--- config.mk ---
export PLATFORM = sky130hd
export DESIGN_NAME = router_1xn
export DESIGN_NICKNAME = d
export VERILOG_FILES = /design/src/rtl/router_1xn.sv
export SDC_FILE = /design/constraint.sdc
export NUM_CORES = 1
export LEC_CHECK = 0
export ABC_AREA = 0
export BUFFER_PORTS_ARGS = -buffer_cell sky130_fd_sc_hd__buf_2
export CORE_AREA = 2 2 284 286
export DETAILED_ROUTE_END_ITERATION = 8
export DIE_AREA = 0 0 286 288
export PLACE_DENSITY_LB_ADDON = 0.15
export SLEW_MARGIN = 25
export SYNTH_ARGS = -nofsm -noshare
export SYNTH_HDL_FRONTEND = slang
export SYNTH_SLANG_ARGS = --single-unit
--- constraint.sdc ---
create_clock -name clock -period 4.15 [get_ports clock]
set_input_delay 0.2075 -clock clock [delete_from_list [all_inputs] [get_ports clock]]
set_output_delay 0.2075 -clock clock [all_outputs]
set_load 0.01 [all_outputs]
--- src/rtl/router_1xn.sv ---
// router_1xn: 1-to-N packet router with parity check, busy backpressure and per-port timeout flush
module router_fifo #(
   parameter int DW      = 8,
   parameter int DEPTH   = 16,
   parameter int TIMEOUT = 30
) (
   input  logic          clock,
   input  logic          rst,
   input  logic          push,
   input  logic          read_enb,
   input  logic [DW-1:0] din,
   output logic          full,
   output logic          vld_out,
   output logic [DW-1:0] dout
);
   localparam int PW = $clog2(DEPTH);
   localparam int CW = $clog2(DEPTH + 1);
   localparam int TW = $clog2(TIMEOUT);

   logic [DW-1:0] mem [DEPTH];
   logic [PW-1:0] rd_ptr, wr_ptr;
   logic [CW-1:0] count;
   logic [TW-1:0] idle;
   logic          pop, flush;

   assign vld_out = count != '0;
   assign full    = count == CW'(DEPTH);
   assign pop     = read_enb && vld_out;
   assign flush   = vld_out && !read_enb && idle == TW'(TIMEOUT - 1);
   assign dout    = vld_out ? mem[rd_ptr] : '0;

   always_ff @(posedge clock)
      if (push && !flush) mem[wr_ptr] <= din;

   // a flush drops any same-edge push along with the stored words
   always_ff @(posedge clock)
      if (rst || flush) begin
         rd_ptr <= '0;
         wr_ptr <= '0;
         count  <= '0;
         idle   <= '0;
      end else begin
         if (push) wr_ptr <= wr_ptr + PW'(1);
         if (pop) rd_ptr <= rd_ptr + PW'(1);
         count <= count + CW'(push) - CW'(pop);
         idle  <= (pop || !vld_out) ? '0 : idle + TW'(1);
      end
endmodule

module router_1xn #(
   parameter int DATA_WIDTH = 8,
   parameter int NUM_PORTS  = 4,
   parameter int FIFO_DEPTH = 16,
   parameter int TIMEOUT    = 30
) (
   input  logic                             clock,
   input  logic                             rst,
   input  logic [DATA_WIDTH-1:0]            data_in,
   input  logic                             pkt_valid,
   output logic                             busy,
   output logic                             error,
   input  logic [NUM_PORTS-1:0]             read_enb,
   output logic [NUM_PORTS-1:0]             vld_out,
   output logic [NUM_PORTS*DATA_WIDTH-1:0]  data_out
);
   localparam int ADDR_W = $clog2(NUM_PORTS);
   localparam int LEN_W  = DATA_WIDTH - ADDR_W;

   typedef enum logic [1:0] {IDLE, PAYLOAD, PARITY, CHECK} state_t;

   state_t                 state;
   logic [ADDR_W-1:0]      dest, port;
   logic [LEN_W-1:0]       remain;
   logic [DATA_WIDTH-1:0]  acc;
   logic [NUM_PORTS-1:0]   full;
   logic                   accept;

   // in IDLE the header itself selects the target FIFO
   always_comb begin
      port   = state == IDLE ? data_in[ADDR_W-1:0] : dest;
      busy   = rst || state == CHECK || (full[port] && (pkt_valid || state != IDLE));
      accept = pkt_valid && !busy;
   end

   always_ff @(posedge clock)
      if (rst) begin
         state  <= IDLE;
         dest   <= '0;
         remain <= '0;
         acc    <= '0;
         error  <= 1'b0;
      end else begin
         error <= 1'b0;
         case (state)
            IDLE:
               if (accept) begin
                  dest   <= data_in[ADDR_W-1:0];
                  remain <= data_in[DATA_WIDTH-1:ADDR_W];
                  acc    <= data_in;
                  state  <= (data_in[DATA_WIDTH-1:ADDR_W] != '0) ? PAYLOAD : PARITY;
               end
            PAYLOAD:
               if (accept) begin
                  acc    <= acc ^ data_in;
                  remain <= remain - LEN_W'(1);
                  if (remain == LEN_W'(1)) state <= PARITY;
               end
            PARITY:
               if (accept) begin
                  error <= data_in != acc;
                  state <= CHECK;
               end
            default: state <= IDLE;
         endcase
      end

   for (genvar i = 0; i < NUM_PORTS; i++) begin : g_port
      router_fifo #(
         .DW      (DATA_WIDTH),
         .DEPTH   (FIFO_DEPTH),
         .TIMEOUT (TIMEOUT)
      ) u_fifo (
         .clock    (clock),
         .rst      (rst),
         .push     (accept && port == ADDR_W'(i)),
         .read_enb (read_enb[i]),
         .din      (data_in),
         .full     (full[i]),
         .vld_out  (vld_out[i]),
         .dout     (data_out[i*DATA_WIDTH +: DATA_WIDTH])
      );
   end
endmodule
==> results.py <==
metrics = {
    "outcome": {
        "status": "completed",
    },
    "setup_path": {
        "cpMostUsedCell": "ha_1",
        "cp_max_fo": 8,
        "crit_family": "adder cells",
        "slowest_stage": "fa_1",
        "cp-start-kind": "flip-flop",
        "critical-path-max-stage-delay_ns": 0.43,
        "crit_arrival_ns": 4.14,
        "reg2reg_depth": 14,
        "crit_required_ns": 4.68,
        "path_cells": "inv_1, ha_1, mux2i_4, mux2i_4, and3_1, inv_2, ha_1, inv_1, ha_1, fa_1, a21oi_1, nor2_1, or3_1, a21oi_1",
        "path_depth": 14,
        "critPathBufInv": 3,
        "cp-end-kind": "flip-flop",
        "crit_type": "reg -> reg",
    },
    "cts": {
        "ctsResizeCount": 0,
        "cts_sinks": 619,
        "clk_pin_slew_ns": 0.06,
        "clk_latency_ns": 0.60,
        "clk_path_buf_depth": 3,
        "cts_tree": "done",
        "cts-htree-levels": 3,
        "cts_buffers": 68,
        "cts_root_buf": "clkbuf_16",
    },
    "synthesis": {
        "synth-main-ff-cell": "edfxtp_1",
        "syn_area_um2": 25100,
        "ys_types": 54,
        "yosysSeqAreaShare_pct": 69.7,
        "synthesis.nets": 1506,
        "yosys_warnings": 0,
        "syn_area_per_cell_um2": 17.6,
        "synth_seq_cells": 619,
        "synthArstFlopShare_pct": 0,
        "synth_edf_count": 512,
        "synthesis.instances": 1428,
    },
    "global_routing": {
        "antenna_found_initial": 3,
        "grt.overflow.total": 0,
        "grt_max_degree": 60,
        "grt_util_all_layers_pct": 14.2,
        "grt_pass1_vias": 13300,
        "grt_pass1_wl_um": 86100,
    },
    "placed_design": {
        "port_buffers": 52,
        "globalplace.congestion": 0.724,
        "dpl.hpwl_um": 36400,
    },
    "finish": {
        "fin_nets": 1627,
        "drive_gt1_share_pct": 24.5,
        "utilization_pct": 36.7,
        "syn_to_final_growth_pct": 16.2,
    },
    "hold_path": {
        "hold_depth": 1,
        "hp-class": "in -> reg",
    },
    "sta": {
        "fmax_ghz": 0.277,
        "final_max_slew_viol_count": 0,
        "hold_viol": 0,
        "period_needed_ns": 3.61,
        "fin_setup_tns_ns": 0,
        "rsz0062_at_grt": "no",
        "worstMarginPinSlew_ns": 1.01,
        "finalSetupViolations": 0,
        "timing.final.crit_share_pct": 86.9,
        "slew_headroom_pct": 32.7,
        "finClkSkew_ns": 0.0207,
    },
    "floorplan": {
        "die_area_um2": 82400,
        "coreArea_um2": 79600,
        "fp.dieH_um": 288,
        "initial_core_util_pct": 31.6,
        "rows": 104,
        "ios": 53,
        "die_w_um": 286,
    },
    "power_and_ir_drop": {
        "power.density_nw_per_um2": 590,
        "peakVddDrop_mv": 0.258,
        "leakage_nw": 9.47,
    },
    "routing": {
        "routed_wl_um": 57400,
        "via_per_inst": 4.78,
        "num_vias": 12700,
        "drcViolationCount": 0,
        "dr.first_iter.drc_count": 919,
        "ant_nets": 0,
        "wire_per_inst_um": 21.6,
        "drt_pass1_iterations": 5,
    },
    "flow_run": {
        "maxCapViolCount": 0,
    },
}
## cells in the final DEF (no fill, tap or decap), types with 12 or more instances in the layout
cell type,netlist,final
nand2_1,33,33
o21ai_0,14,14
mux4_2,160,160
and2_1,32,32
nor2_1,144,144
xor2_1,33,33
edfxtp_1,512,512
xnor2_1,21,21
buf_4,7,58
a21oi_1,37,37
clkbuf_1,39,20
dfxtp_1,107,103
inv_1,60,60
nor3_1,12,12
or3_1,13,13
buf_2,14,52
nand3_1,18,18
nand4_1,14,14
clkbuf_16,0,71
ha_1,59,59
## metal layers
layer  global-route usage (%)  up-vias  share of wire [%]
met4                     4.65        2                2.3
met5                        0        -              0.035
met2                     24.3      225                 50
li1                         -     5773                  -
met3                     2.24       82                3.5
met1                     18.3     6655                 44
## Yosys cell counts, types with 4 or more instances
cell type  count  area share (%)
nor2b_1        6            0.15
nand2b_1       4            0.10
ha_1          59             2.9
nor4_1         6            0.15
fa_1           4            0.32
clkbuf_1      39            0.58
a21o_1         4            0.12
mux4_2       160              14
o21ai_0       14            0.28
a21oi_1       37            0.74
nand3_1       18            0.36
buf_2         14            0.28
xor2_1        33             1.2
buf_4          7            0.21
or3_1         13            0.32
and2_1        32            0.80
nand2_1       33            0.49
nor2_1       144             2.2
nor3_1        12            0.24
inv_1         60            0.90
xnor2_1       21            0.73
nor4b_1        4            0.14
nor4bb_1       4            0.16
o32ai_1        4            0.14
dfxtp_1      107             8.5
mux2i_1        7            0.28
buf_1          6           0.090
nand4_1       14            0.35
or2_2          4            0.10
edfxtp_1     512              61
and3_1         4            0.10
a211oi_1       7            0.21
## cells by family after synthesis
logic type	count (synthesis)	share of synthesized area, %
AOI/OAI and AO/OA	82	2.01
xor gates and xnor gates	54	1.88
adders and majority gates	63	3.26
buffers and inverters	128	2.09
DFF	619	69.7
muxes	172	14.9
and+or+nand+nor	310	6.12
## where the power goes
group          switching [mW]  internal [mW]
combinational            2.03           1.95
sequential              0.319           6.97
clock                    2.40           3.55
## cell type report
cell class                 instances  area (µm²)
fill                            7479       50400
tap                             1060        1330
inverter                          62         233
multi-input combinational        681        7110
clock inverter                    26         278
sequential                       619       17500
antenna                            1        2.50
clock buffer                      96        1920
timing repair buffer             117         796
## state kept, by name, indices dropped and copies added, names as in the netlist, named ones only
name and cells:
g_port.u_fifo.mem 512, g_port.u_fifo.count 20, g_port.u_fifo.idle 20, g_port.u_fifo.rd_ptr 16, g_port.u_fifo.wr_ptr 16, acc 8
remain 6, dest 2, state 2, error 1
## final timing paths
check / start / endpoint / slack, ns
max reg2reg: state[1] / g_port[0].u_fifo.count[4] / 0.54
min: data_in[6] / g_port[1].u_fifo.mem[2][6] / 0.15
min reg2reg: g_port[1].u_fifo.idle[0] / g_port[1].u_fifo.idle[0] / 0.46
max: state[1] / g_port[0].u_fifo.count[4] / 0.54
## timing repair
item                      in CTS  in global routing
setup buffers                  0                  0
hold buffers                   4                  0
hold endpoints to repair      20                  0
## per-stage QoR
stage / instances / power [mW] / worst slack (ns) / hold WS [ns] / instance area (µm²)
2_1_floorplan: 1428 / 10.2 / 0.695 / 0.306 / 25100
3_3_place_gp: 2535 / 11.5 / 0.579 / 0.443 / 27000
3_5_place_dp: 2535 / 11.5 / 0.553 / 0.454 / 27000
4_1_cts: 2661 / 17.5 / 0.535 / 0.130 / 29200
5_1_grt: 2662 / 18.1 / 0.301 / 0.151 / 29200
6_report: 2662 / 17.2 / 0.542 / 0.149 / 29200
No activity file was read; power rests on OpenSTA's default activity.
